## src/rtl/inst_fetch_pkg.sv

```systemverilog
`default_nettype none
// ============================================================================
// Module      : inst_fetch_pkg
// Description : Shared definitions for the instruction-fetch stage: FSM
//               state encoding, the all-zero word, the stall-vector bit
//               owned by the fetch stage and the sequential-PC helper.
// Revision    : 1.0 - initial release
// ============================================================================
package inst_fetch_pkg;

    // Fetch FSM states. DRAIN waits out a request whose data is unwanted.
    typedef enum logic [1:0] {
        IDLE  = 2'd0,
        REQ   = 2'd1,
        HAVE  = 2'd2,
        DRAIN = 2'd3
    } fetch_state_t;

    localparam logic [31:0] ZeroWord = 32'h0000_0000;

    // Bit of the pipeline stall vector that freezes the fetch stage.
    localparam int unsigned c_stall_if_bit = 0;

    localparam logic [31:0] c_inst_bytes = 32'd4;

    // Next sequential fetch address; wraps naturally modulo 2^32.
    function automatic logic [31:0] seq_pc(input logic [31:0] pc);
        return pc + c_inst_bytes;
    endfunction

endpackage : inst_fetch_pkg
`default_nettype wire

```

## src/rtl/inst_fetch_if.sv

```systemverilog
`default_nettype none
// ============================================================================
// Module      : inst_fetch_if
// Description : Instruction-memory request bus between the fetch stage
//               (master) and the instruction memory (slave).
//   req   : request valid, held until ack
//   addr  : word address of the request, stable while req is high
//   ack   : one-cycle completion pulse
//   rdata : instruction word, valid with ack
// Revision    : 1.0 - initial release
// ============================================================================
interface inst_fetch_if;

    logic        req;
    logic [31:0] addr;
    logic        ack;
    logic [31:0] rdata;

    modport master (
        output req,
        output addr,
        input  ack,
        input  rdata
    );

    modport slave (
        input  req,
        input  addr,
        output ack,
        output rdata
    );

endinterface : inst_fetch_if
`default_nettype wire

```

## src/rtl/inst_fetch.sv

```systemverilog
`default_nettype none
// ============================================================================
// Module      : inst_fetch
// Description : Instruction-fetch stage. Holds the PC, issues one request at
//               a time to instruction memory, presents the fetched pair to
//               the IF/ID register and follows branch / exception redirects.
// Ports       :
//   clk, rst          : clock, asynchronous active-high reset
//   stall[5:0]        : pipeline stall vector, bit 0 holds this stage
//   branch_flag_i     : taken-branch redirect from decode
//   branch_target_i   : branch target address
//   flush_i, new_pc_i : exception redirect (highest priority)
//   imem (master)     : instruction-memory request bus
//   if_pc, if_inst    : fetched PC / instruction to IF/ID
//   stallreq_if       : high while no valid instruction is held
//   excp_adel         : misaligned fetch address flag
// Configuration :
//   INST_FETCH_ALIGN_CHK_EN - when defined, a misaligned target is not
//   requested; a nop is presented with excp_adel set until the next flush.
// Revision    : 1.0 - initial release
// ============================================================================
module inst_fetch
    import inst_fetch_pkg::*;
#(
    parameter logic [31:0] RESET_PC = 32'h0000_0000
) (
    input  logic               clk,
    input  logic               rst,
    input  logic [5:0]         stall,
    input  logic               branch_flag_i,
    input  logic [31:0]        branch_target_i,
    input  logic               flush_i,
    input  logic [31:0]        new_pc_i,
    inst_fetch_if.master       imem,
    output logic [31:0]        if_pc,
    output logic [31:0]        if_inst,
    output logic               stallreq_if,
    output logic               excp_adel
);

    fetch_state_t r_state;
    fetch_state_t w_next_state;

    logic [31:0] r_pc;        // address of the current / last request
    logic [31:0] r_drain_pc;  // redirect target remembered while draining
    logic [31:0] r_if_pc;
    logic [31:0] r_if_inst;

    logic [31:0] w_target;
    logic        w_redirect;
    logic        w_capture;
    logic        w_drain_load;
    logic        w_misalign;
    logic        w_hold_excp;
    logic        w_req;

    // Only bit 0 of the stall vector belongs to this stage.
    logic        w_unused_stall;
    assign w_unused_stall = &{1'b0, stall[5:1]};

    // ------------------------------------------------------------------
    // Next-state logic. Every path that starts a new fetch goes through
    // w_redirect/w_target so the alignment check sits in one place.
    // ------------------------------------------------------------------
    always_comb begin
        w_next_state = r_state;
        w_redirect   = 1'b0;
        w_target     = r_pc;
        w_capture    = 1'b0;
        w_drain_load = 1'b0;
        w_misalign   = 1'b0;

        case (r_state)
            IDLE: begin
                w_redirect = 1'b1;
                w_target   = flush_i ? new_pc_i : RESET_PC;
            end
            REQ: begin
                if (imem.ack) begin
                    if (flush_i) begin
                        // Data belongs to the flushed path: drop it.
                        w_redirect = 1'b1;
                        w_target   = new_pc_i;
                    end else begin
                        w_capture    = 1'b1;
                        w_next_state = HAVE;
                    end
                end else if (flush_i) begin
                    // The bus request cannot be withdrawn; wait it out.
                    w_drain_load = 1'b1;
                    w_next_state = DRAIN;
                end
            end
            HAVE: begin
                if (flush_i) begin
                    w_redirect = 1'b1;
                    w_target   = new_pc_i;
                end else if (!w_hold_excp && !stall[c_stall_if_bit]) begin
                    w_redirect = 1'b1;
                    w_target   = branch_flag_i ? branch_target_i : seq_pc(r_pc);
                end
            end
            DRAIN: begin
                if (imem.ack) begin
                    w_redirect = 1'b1;
                    w_target   = flush_i ? new_pc_i : r_drain_pc;
                end else if (flush_i) begin
                    w_drain_load = 1'b1;
                end
            end
            default: begin
                w_next_state = IDLE;
            end
        endcase

`ifdef INST_FETCH_ALIGN_CHK_EN
        w_misalign = w_redirect && (w_target[1:0] != 2'b00);
`else
        w_misalign = 1'b0;
`endif

        if (w_redirect) begin
            w_next_state = w_misalign ? HAVE : REQ;
        end
    end

    always_ff @(posedge clk or posedge rst) begin
        if (rst) begin
            r_state <= IDLE;
        end else begin
            r_state <= w_next_state;
        end
    end

    always_ff @(posedge clk or posedge rst) begin
        if (rst) begin
            r_pc       <= RESET_PC;
            r_drain_pc <= ZeroWord;
            r_if_pc    <= ZeroWord;
            r_if_inst  <= ZeroWord;
        end else begin
            if (w_redirect) begin
                r_pc <= w_target;
            end
            if (w_drain_load) begin
                r_drain_pc <= new_pc_i;
            end
            if (w_capture) begin
                r_if_pc   <= r_pc;
                r_if_inst <= imem.rdata;
            end else if (w_misalign) begin
                // Misaligned target: present a nop at the faulting PC.
                r_if_pc   <= w_target;
                r_if_inst <= ZeroWord;
            end
        end
    end

`ifdef INST_FETCH_ALIGN_CHK_EN
    logic r_excp_adel;

    // Set when entering HAVE on a misaligned target; any later redirect
    // (only a flush can happen while it is set) re-evaluates it.
    always_ff @(posedge clk or posedge rst) begin
        if (rst) begin
            r_excp_adel <= 1'b0;
        end else if (w_redirect) begin
            r_excp_adel <= w_misalign;
        end
    end

    assign w_hold_excp = r_excp_adel;
    assign excp_adel   = r_excp_adel;
`else
    assign w_hold_excp = 1'b0;
    assign excp_adel   = 1'b0;
`endif

    // All outputs decode from registered state only.
    assign w_req       = (r_state == REQ) || (r_state == DRAIN);
    assign imem.req    = w_req;
    assign imem.addr   = w_req ? r_pc : ZeroWord;
    assign stallreq_if = (r_state != HAVE);
    assign if_pc       = r_if_pc;
    assign if_inst     = r_if_inst;

endmodule : inst_fetch
`default_nettype wire

```

## src/flat_wrapper.sv

```systemverilog
// flat-port wrapper written by rule: the top's interface ports become plain ports
module inst_fetch_flat import inst_fetch_pkg::*;
#(
    parameter logic [31:0] RESET_PC = 32'h0000_0000
)
  (clk, rst, stall, branch_flag_i, branch_target_i, flush_i, new_pc_i, if_pc, if_inst, stallreq_if, excp_adel, imem_req, imem_addr, imem_ack, imem_rdata);
  inst_fetch_if imem_i ();
  input  logic clk;
  input  logic rst;
  input  logic [5:0] stall;
  input  logic branch_flag_i;
  input  logic [31:0] branch_target_i;
  input  logic flush_i;
  input  logic [31:0] new_pc_i;
  output logic [31:0] if_pc;
  output logic [31:0] if_inst;
  output logic stallreq_if;
  output logic excp_adel;
  output wire logic [$bits(imem_i.req)-1:0] imem_req;
  output wire logic [$bits(imem_i.addr)-1:0] imem_addr;
  input wire logic [$bits(imem_i.ack)-1:0] imem_ack;
  input wire logic [$bits(imem_i.rdata)-1:0] imem_rdata;
  assign imem_req = imem_i.req;
  assign imem_addr = imem_i.addr;
  assign imem_i.ack = imem_ack;
  assign imem_i.rdata = imem_rdata;
  inst_fetch #(.RESET_PC(RESET_PC)) u_core (.clk(clk), .rst(rst), .stall(stall), .branch_flag_i(branch_flag_i), .branch_target_i(branch_target_i), .flush_i(flush_i), .new_pc_i(new_pc_i), .imem(imem_i), .if_pc(if_pc), .if_inst(if_inst), .stallreq_if(stallreq_if), .excp_adel(excp_adel));
endmodule
```

## config.mk

```make
export PLATFORM = sky130hd
export DESIGN_NAME = inst_fetch_flat
export DESIGN_NICKNAME = d
export VERILOG_FILES = /design/src/rtl/inst_fetch_pkg.sv /design/src/rtl/inst_fetch_if.sv /design/src/rtl/inst_fetch.sv /design/src/flat_wrapper.sv
export SDC_FILE = /design/constraint.sdc
export NUM_CORES = 1
export LEC_CHECK = 0
export BUFFER_PORTS_ARGS = -buffer_cell sky130_fd_sc_hd__buf_2
export CORE_MARGIN = 2
export CORE_UTILIZATION = 45
export CTS_CLUSTER_DIAMETER = 30
export DETAILED_ROUTE_END_ITERATION = 16
export PLACE_DENSITY = 0.71
export SYNTH_ARGS = -nofsm -noshare
export SYNTH_HDL_FRONTEND = slang
export SYNTH_SLANG_ARGS = --single-unit
```

## constraint.sdc

```tcl
create_clock -name clk -period 9.79 [get_ports clk]
set_input_delay 0.4895 -clock clk [delete_from_list [all_inputs] [get_ports clk]]
set_output_delay 0.4895 -clock clk [all_outputs]
set_load 0.01 [all_outputs]
```

==> reports/metrics.yaml, run 1 <==
status: "complete, no violations"
die_w_um: 127
rsz0062_at_grt: "false"
reg2reg_depth: 5
core_area_um2: 15000
firstDrtPassIters: 5
end_kind: "flip-flop"
cts_buffers: 17
fmax_mhz: 322
hpwl_um: 13200
startpoint: "u_core.r_state[0]$_DFFE_PP0P_"
clock_latency_ns: 0.42
vias_per_cell: 5.75
hold_class: "input port to asynchronous set/reset pin"
cts-htree-levels: 4
synth_fp_nets: 757
async_reset_ff_share_pct: 100
yosys.area_share.xor_xnor_pct: 1.03
cts_buffer_depth: 2
tritoncts: "done"
dieHeight_um: 127
synth_top_area_share_pct: 47.6
nets: 931
synth_compound_area_share_pct: 17.4
synth-seq-area-share_pct: 47.6
ys.warnings.count: 0
synth-edff-count: 0
tightest_slew_ns: 1.01
synth_largest_area_cell: "dfrtp_1"
critPathKind: "flip-flop to flip-flop"
drv_slew: 0
ir_drop_v: 0.000143
setup_viol: 0
fillCellCount: 1357
finalPower_mw: 2.16
dieArea_um2: 16200
wl_per_cell_um: 18.7
seqCellArea_um2: 3250
boundaryPins: 206
cts_hold_buffers: 0
synth_mux_area_share_pct: 16.1
grt_max_degree: 78
postCtsSetupRepairBufs: 0
synth_area_leaders: "dfrtp_1 (48%), mux2_2 (16%), o21ai_0 (3.0%), and2_1 (2.6%), a21oi_1 (2.5%)"
synth_fa_ha_area_share_pct: 0.330
cts_sinks: 130
final_common_cell: "buf_2"
grt.met1_usage_pct: 31.7
num_vias: 5884
mostFrequentLayoutCells: "buf_2 (199), dfrtp_1 (129), mux2_2 (96)"
netlist_area_um2: 6830
r2r_slack_ns: 6.68
rows: 45
cpMostUsedCell: "buf_4"
first_global_vias: 5543
synth-simple-area-share_pct: 13.4
drt_iter0_drc: 524
final_hold_viol_count: 0
fin_cells: 1024
grtUsageTotal_pct: 23.9
met3_usage_pct: 5.57
grt.overflow.total: 0
slew_headroom_pct: 32.4
clock_tree.root_cell: "clkbuf_16"
busiest_layer: "met2"
portBuffers: 199
cp.depth: 5
grt_use_met2_pct: 37.9
maxCapViolCount: 0
routed_wl_um: 19100
path_delay_family: "buffers and inverters"
path_max_fanout: 62
dp_cells: 992
stdcell_area_um2: 8500
crit_slowest_cell: "buf_4"
fin_tns_setup_ns: 0
syn_inst: 649
arrival_ns: 3.41
synth_top_flop_cell: "dfrtp_1"
clk_pin_slew_ns: 0.06
finalClockSkew_ns: 0.00672
power.density_nw_per_um2: 254
synthDistinctLibCells: 65
worstSetupStartpointType: "flip-flop"
grt_pass1_wl_um: 30100
drtAntennaViolNets: 0
crit_required_ns: 10.09
rr_startpoint: "u_core.r_state[0]$_DFFE_PP0P_"
cp_num_buf_inv: 2
drc: 0
final_layout_size_suffix_gt1_share_pct: 41.7
area_delta_synth_final_pct: 24.5
multiInputGateArea_um2: 3300
period_needed_ns: 3.11
antenna_found_initial: 2
avgSynthCellArea_um2: 10.5
routabilityCongestion: 0.921
synth-seq-cells: 130
synth_top_family_by_area: "compound AO/OA/AOI/OAI gates"
leakagePower_nw: 3.83
crit_end: "u_core.if_inst[24]$_DFFE_PP0P_"
crit_chain: "buf_4 -> nor2b_1 -> and3b_2 -> buf_4 -> mux2_2"
crit_path_max_incr_delay_ns: 0.64
place_area_um2: 7910
final_util_pct: 56.5
cts_resized: 0
post-route-period-util_pct: 31.8
initial_core_util_pct: 45.4
antenna_cells: 0
regToRegEndpoint: "u_core.if_inst[24]$_DFFE_PP0P_"
-- power breakdown --
| part | leakage (nW) | switching (mW) | total (mW) | internal (mW) |
|---|---|---|---|---|
| registers | 1.54 | 0.146 | 0.861 | 0.715 |
| logic | 2.01 | 0.329 | 0.654 | 0.325 |
| clock network | 0.288 | 0.262 | 0.645 | 0.382 |
| total | 3.83 | 0.738 | 2.16 | 1.42 |
-- layer usage --
metal,vias to the layer above,part of all wire [%]
met3,32,6.9
met5,-,0.026
met1,2865,44
li1,2741,-
met4,2,2.3
met2,244,47
-- cell families (layout without fill, tap and decap cells) --
kind of cell / Yosys count / count (layout)
AO/OA/AOI/OAI: 173 / 173
XOR/XNOR: 8 / 8
other: 1 / 1
AND/OR/NAND/NOR: 168 / 168
flip-flops: 130 / 130
buffers and inverters: 69 / 256
adder cells (fa/ha/maj): 2 / 2
multiplexers: 98 / 98
-- through the flow --
step | setup slack, ns | hold WS, ns
floorplan | 5.83 | 0.474
detailed placement | 6.67 | 0.490
global route | 6.47 | 0.249
global placement | 6.64 | 0.484
finish | 6.68 | 0.194
CTS | 6.66 | 0.211
-- Yosys cell counts (all sizes together) (5+ instances only) --
library cell / number
clkbuf: 30
nand2: 32
nor3: 12
nand3: 16
xor2: 5
o21ai: 41
mux2: 96
o22ai: 5
inv: 18
nor2b: 7
buf: 20
a22oi: 12
nand2b: 5
o31ai: 5
and3: 5
nor2: 39
a221oi: 10
a31oi: 8
and2: 28
dfrtp: 130
a221o: 7
a21oi: 34
a22o: 12
-- worst min path at each step --
stage,start,cells past startpoint,slack (ns),endpoint
2_1_floorplan,u_core.r_drain_pc[9]$_DFFE_PP0P_,1,0.47,u_core.r_drain_pc[9]$_DFFE_PP0P_
3_3_place_gp,u_core.if_inst[6]$_DFFE_PP0P_,1,0.48,u_core.if_inst[6]$_DFFE_PP0P_
3_5_place_dp,u_core.if_inst[10]$_DFFE_PP0P_,1,0.49,u_core.if_inst[10]$_DFFE_PP0P_
4_1_cts,rst,2,0.21,u_core.if_inst[23]$_DFFE_PP0P_
5_1_grt,rst,2,0.25,u_core.if_inst[21]$_DFFE_PP0P_
6_report,rst,2,0.19,u_core.if_inst[23]$_DFFE_PP0P_
-- state kept, by name, summed over array words and instances (netlist names) --
| signal | cells |
|---|---|
| u_core.if_inst | 32 |
| u_core.if_pc | 32 |
| u_core.r_drain_pc | 32 |
| u_core.r_pc | 32 |
| u_core.r_state | 2 |
-- layout make-up --
| cell class | count | share of cell area, % |
|---|---|---|
| Clock inverter | 15 | 2.00 |
| Inverter | 19 | 0.898 |
| Tap cell | 188 | 2.77 |
| Timing Repair Buffer | 205 | 12.2 |
| Clock buffer | 17 | 5.00 |
| Sequential cell | 130 | 38.3 |
| Multi-Input combinational cell | 450 | 38.8 |
No activity file was read; power rests on OpenSTA's default activity.
==> run 2: changes to the inputs <==
Settings changed: ABC_AREA set to 1, PLACE_DENSITY 0.71 to 0.73.
Clock period 9.79 ns to 2.8 ns, I/O delays scaled along.
==> run 2 against run 1 <==
Effect of this change: maximum frequency grew 39%; clock power grew to 3.7 times the previous value; combinational power grew to 3.6 times the previous value; core utilization grew 3.3 points; power grew to 3.5 times the previous value; synthesized cell count grew 61%; non-clock buffer count grew 62; clock-buffer cell count grew 6; largest cell class unchanged.
==> reports/metrics.yaml, run 2 <==
tightest_slew_ns: 0.785
netlist_area_um2: 7500
portBuffers: 199
cp_num_buf_inv: 1
synth-edff-count: 0
final_layout_size_suffix_gt1_share_pct: 22.8
boundaryPins: 206
grtUsageTotal_pct: 26.7
drt-met1-wl_um: 10400
first_global_vias: 7320
wl_met3_um: 1970
initial_core_util_pct: 45.7
hpwl_um: 16600
end_kind: "flip-flop"
clock_tree.root_cell: "clkbuf_16"
dp_cells: 1428
hold_start: "new_pc_i[3]"
maxCapViolCount: 0
grt.overflow.total: 0
mostFrequentLayoutCells: "nand2_1 (434), buf_2 (199), dfrtp_1 (130)"
async_reset_ff_share_pct: 100
avgSynthCellArea_um2: 7.17
core_area_um2: 16400
drc: 0
cts_buffers: 17
reg2reg_depth: 8
fmax_mhz: 448
crit_chain: "nand2_2 -> nor2_2 -> a21oi_2 -> o21ai_4 -> buf_4 -> a21oi_1 -> nand2_1 -> nand2_1"
leakagePower_nw: 5.25
final_hold_viol_count: 0
ir_drop_v: 0.000517
tritoncts: "done"
synth-seq-area-share_pct: 43.4
rows: 47
hold_class: "input port to flip-flop"
clk_pin_slew_ns: 0.05
crit_slowest_cell: "dfrtp_1"
min_path_cells: 3
routed_wl_um: 23600
ys.warnings.count: 0
cts_sinks: 130
setup_viol: 0
final_util_pct: 59.8
yosysMostFrequentCell: "nand2_1"
arrival_ns: 2.55
cp.depth: 8
path_delay_family: "flip-flops"
num_vias: 7750
wl_met2_um: 10500
rr_startpoint: "u_core.r_state[1]$_DFFE_PP0P_"
synth_fp_nets: 1153
synthDistinctLibCells: 42
dieHeight_um: 133
synth_common_cells: "nand2_1 (434), dfrtp_1 (130), inv_1 (92)"
syn_inst: 1045
power.density_nw_per_um2: 775
nets: 1389
synth_top_area_share_pct: 43.4
worstSetupStartpointType: "flip-flop"
fin_cells: 1514
critPathKind: "flip-flop to flip-flop"
synth_largest_area_cell: "dfrtp_1"
regToRegEndpoint: "u_core.r_pc[26]$_DFFE_PP0P_"
vias_per_cell: 5.12
slew_headroom_pct: 47.5
dieArea_um2: 17700
wl_per_cell_um: 15.6
die_w_um: 133
routabilityCongestion: 0.902
status: "complete, no violations"
area_delta_synth_final_pct: 30.9
drtAntennaViolNets: 0
drt_iter0_drc: 586
period_needed_ns: 2.23
crit_path_max_incr_delay_ns: 0.69
synth_area_leaders: "dfrtp_1 (43%), nand2_1 (22%), inv_1 (4.6%), o21ai_0 (4.1%), a21oi_1 (3.8%)"
holdPathEnd: "u_core.r_drain_pc[3]$_DFFE_PP0P_"
drv_slew: 0
synth_top_flop_cell: "dfrtp_1"
antenna_found_initial: 0
clock_latency_ns: 0.43
highest_layer: "met4"
grt_pass1_wl_um: 37200
firstDrtPassIters: 7
r2r_slack_ns: 0.57
cpMostUsedCell: "nand2_1"
finalClockSkew_ns: 0.00560
cts-htree-levels: 4
crit_required_ns: 3.12
grt_max_degree: 59
antenna_cells: 0
path_max_fanout: 26
fin_tns_setup_ns: 0
cts_resized: 0
rsz0062_at_grt: "false"
cts_buffer_depth: 2
post-route-period-util_pct: 79.7
synth-seq-cells: 130
final_common_cell: "nand2_1"
run 2: cell types whose count changed after synthesis, sizes merged, moves of 9 or more:
cell    delta
nand2    +408
inv       +82
mux2      -78
nand3     +39
o21ai     +37
and2      -28
a21oi     +24
nor2      +23
a211oi    +12
a22o      -12
nor3      -10
buf        +9
clkbuf     -9
run 2: what timing repair did:
| item | 4_1_cts | 5_1_grt |
|---|---|---|
| endpoints found under the hold margin | 82 | 0 |
| hold buffers | 54 | 0 |
| setup buffers | 0 | 0 |
run 2: per-layer routing:
layer / vias to the layer above / global-route usage, %
met4: 0 / 10.3
met3: 49 / 5.02
met5: - / 0
met2: 364 / 42.2
met1: 3528 / 36.5
li1: 3809 / -
run 2: logic make-up after synthesis:
logic type               share of synthesized area, %
AND/OR/NAND/NOR                                  31.1
AO/OA/AOI/OAI                                    13.6
buffers and inverters                            8.78
flip-flops                                       43.4
multiplexers                                     2.70
XOR/XNOR                                        0.234
adder cells (fa/ha/maj)                         0.167
other                                          0.0500
run 2: cell type report:
| type | instances | area (µm²) |
|---|---|---|
| Fill cell | 1541 | 6590 |
| Multi-Input combinational cell | 765 | 3590 |
| Sequential cell | 130 | 3250 |
| Timing Repair Buffer | 267 | 1670 |
| Clock buffer | 23 | 488 |
| Inverter | 100 | 387 |
| Tap cell | 220 | 275 |
| Clock inverter | 9 | 151 |
run 2: metrics by stage:
step	hold slack (ns)	instance area [µm²]	total power, mW	setup slack, ns
global placement	0.271	8630	5.12	0.637
CTS	0.00245	9810	7.63	0.591
global route	0.0327	9810	8.08	0.380
finish	0.00571	9810	7.61	0.569
detailed placement	0.275	8630	5.17	0.612
floorplan	0.257	7500	4.19	1.05
run 2: how the worst max path moves through the flow:
stage | from | endpoint
final | u_core.r_state[1]$_DFFE_PP0P_ | u_core.r_pc[26]$_DFFE_PP0P_
after global routing | u_core.r_state[1]$_DFFE_PP0P_ | u_core.r_pc[26]$_DFFE_PP0P_
after CTS | u_core.r_state[1]$_DFFE_PP0P_ | u_core.r_pc[26]$_DFFE_PP0P_
after detailed placement | u_core.r_state[1]$_DFFE_PP0P_ | u_core.r_pc[26]$_DFFE_PP0P_
after global placement | u_core.r_state[1]$_DFFE_PP0P_ | u_core.r_pc[26]$_DFFE_PP0P_
after floorplan | rst | u_core.if_inst[0]$_DFFE_PP0P_
run 2: report_power, final:
| group | switching, mW | internal (mW) | total, mW | leakage [nW] |
|---|---|---|---|---|
| combinational | 1.44 | 0.922 | 2.37 | 3.33 |
| sequential | 0.445 | 2.41 | 2.86 | 1.60 |
| clock | 0.804 | 1.58 | 2.38 | 0.313 |
| total | 2.69 | 4.91 | 7.61 | 5.25 |
run 2: worst reg2reg max path: stages (launching register included):
cell and delay, ns:
dfrtp_1 0.69, nand2_2 0.29, nor2_2 0.20, a21oi_2 0.06, o21ai_4 0.29, buf_4 0.38, a21oi_1 0.07, nand2_1 0.09
nand2_1 0.05
==> run 3: changes to the inputs <==
Settings changed: ABC_AREA 1 to 0, PLACE_DENSITY 0.73 to 0.71.
Clock period 2.8 ns to 2.2 ns, I/O delays scaled along.
==> run 3 against run 2 <==
Effect of this change: sequential power is 31% higher; global-route usage is 0.15 points lower; flip-flop and latch count stayed put; clock skew is 0.00068 ns higher; first-iteration DRC count is 24% lower; power is 32% higher.
==> reports/metrics.yaml, run 3 (synthesis gave the netlist of run 1 again) <==
dieHeight_um: 127
die_w_um: 127
hold_class: "input port to flip-flop"
routed_wl_um: 21000
rsz0062_at_grt: "false"
setup_ws_ns: 0.118
drv_slew: 0
worstSetupStartpointType: "flip-flop"
fin_tns_setup_ns: 0
grt_max_degree: 56
finalClockSkew_ns: 0.00627
clk_pin_slew_ns: 0.06
initial_core_util_pct: 45.4
drt_iter0_drc: 443
slew_headroom_pct: 61.6
hpwl_um: 14500
num_vias: 6434
min_path_cells: 2
fmax_mhz: 480
cts_sinks: 130
area_delta_synth_final_pct: 40.2
nets: 1039
clock_tree.root_cell: "clkbuf_16"
leakagePower_nw: 4.33
final_layout_size_suffix_gt1_share_pct: 41.5
critPathKind: "flip-flop to flip-flop"
maxCapViolCount: 0
post-route-period-util_pct: 94.6
mostFrequentLayoutCells: "buf_2 (199), dfrtp_1 (129), mux2_2 (96)"
final_hold_viol_count: 0
dp_cells: 1035
cts_buffers: 17
hold_ws_ns: 0.0409
fin_cells: 1133
portBuffers: 199
tritoncts: "done"
routabilityCongestion: 0.917
final_common_cell: "buf_2"
wl_per_cell_um: 18.6
first_global_vias: 6554
rows: 45
reg2reg_depth: 7
antenna_found_initial: 2
period_needed_ns: 2.08
place_ws_ns: 0.100
grt.overflow.total: 0
cts_buffer_depth: 2
dieArea_um2: 16200
clock_latency_ns: 0.42
cts-htree-levels: 4
firstDrtPassIters: 5
arrival_ns: 2.44
r2r_slack_ns: 0.12
vias_per_cell: 5.68
drc: 0
tightest_slew_ns: 0.575
status: "complete, no violations"
end_kind: "flip-flop"
core_area_um2: 15000
grtUsageTotal_pct: 26.5
setup_viol: 0
path_max_fanout: 7
crit_required_ns: 2.56
boundaryPins: 206
power.density_nw_per_um2: 1050
grt_pass1_wl_um: 33700
ir_drop_v: 0.000744
drtAntennaViolNets: 0
postCtsSetupRepairBufs: 0
-- run 3: cell count changes in the layout (fill, tap and decap cells not counted), moves of 11 or more --
cell / before / now
o21ai_0: 62 / 41
inv_1: 91 / 17
and2_1: 0 / 28
dlygate4sd3_1: 54 / 65
mux2_2: 18 / 96
a22o_1: 0 / 12
nand2_1: 434 / 32
o21ai_1: 15 / 0
nand3_1: 53 / 15
a211oi_1: 15 / 3
a21oi_1: 57 / 34
buf_4: 12 / 44
-- run 3: area by class of cell --
type | count | area, µm²
multi-input combinational | 450 | 3310
timing repair buffer | 313 | 2080
antenna | 1 | 2.50
sequential | 130 | 3250
clock inverter | 13 | 185
fill | 1216 | 5460
clock buffer | 19 | 433
tap | 188 | 235
inverter | 19 | 75.1
-- run 3: power by group --
part / leakage, nW / total [mW] / switching [mW] / internal, mW
Clock: 0.286 / 2.99 / 1.09 / 1.90
Sequential: 1.54 / 3.76 / 0.570 / 3.19
Combinational: 2.51 / 3.33 / 1.65 / 1.67
Total: 4.33 / 10.1 / 3.32 / 6.76
-- run 3: per-layer routing --
| metal | routed length (µm) | vias up | GRT usage [%] |
|---|---|---|---|
| li1 | - | 2958 | - |
| met1 | 8680 | 3135 | 32.4 |
| met2 | 10300 | 280 | 44.5 |
| met3 | 1400 | 59 | 7.08 |
| met4 | 669 | 2 | 11.6 |
| met5 | 11 | - | 0 |
-- run 3: worst max-delay path, stage by stage, from the launching register on --
cell,delay [ns]
dfrtp_1,0.48
ha_1,0.22
nand2_1,0.16
nor4_2,0.38
buf_4,0.21
nand2_1,0.10
o41ai_1,0.28
a22o_1,0.19
-- run 3: worst paths after layout --
check / to / startpoint
worst max-delay path: u_core.r_pc[18]$_DFFE_PP0P_ / u_core.r_pc[3]$_DFFE_PP0P_
worst min-delay path: u_core.r_state[0]$_DFFE_PP0P_ / stall[0]
worst max register to register: u_core.r_pc[18]$_DFFE_PP0P_ / u_core.r_pc[3]$_DFFE_PP0P_
worst min register to register: u_core.if_pc[25]$_DFFE_PP0P_ / u_core.if_pc[25]$_DFFE_PP0P_
max in group asynchronous: u_core.if_inst[22]$_DFFE_PP0P_ / rst
min in group asynchronous: u_core.if_inst[26]$_DFFE_PP0P_ / rst
-- run 3: repair_timing --
action                                  CTS  global route
resized for setup                         0             3
endpoints found under the setup margin    0             2
hold buffers                             65             0
endpoints found under the hold margin    89             0
-- run 3: through the flow --
stage                     total power, mW  util [%]  area, µm²
after CTS                            10.1      63.6       9560
after detailed placement             7.00      55.1       8290
after global routing                 10.6      63.7       9570
after global placement               6.91      55.1       8290
after floorplan                      5.57         -       6830
final                                10.1      63.7       9570
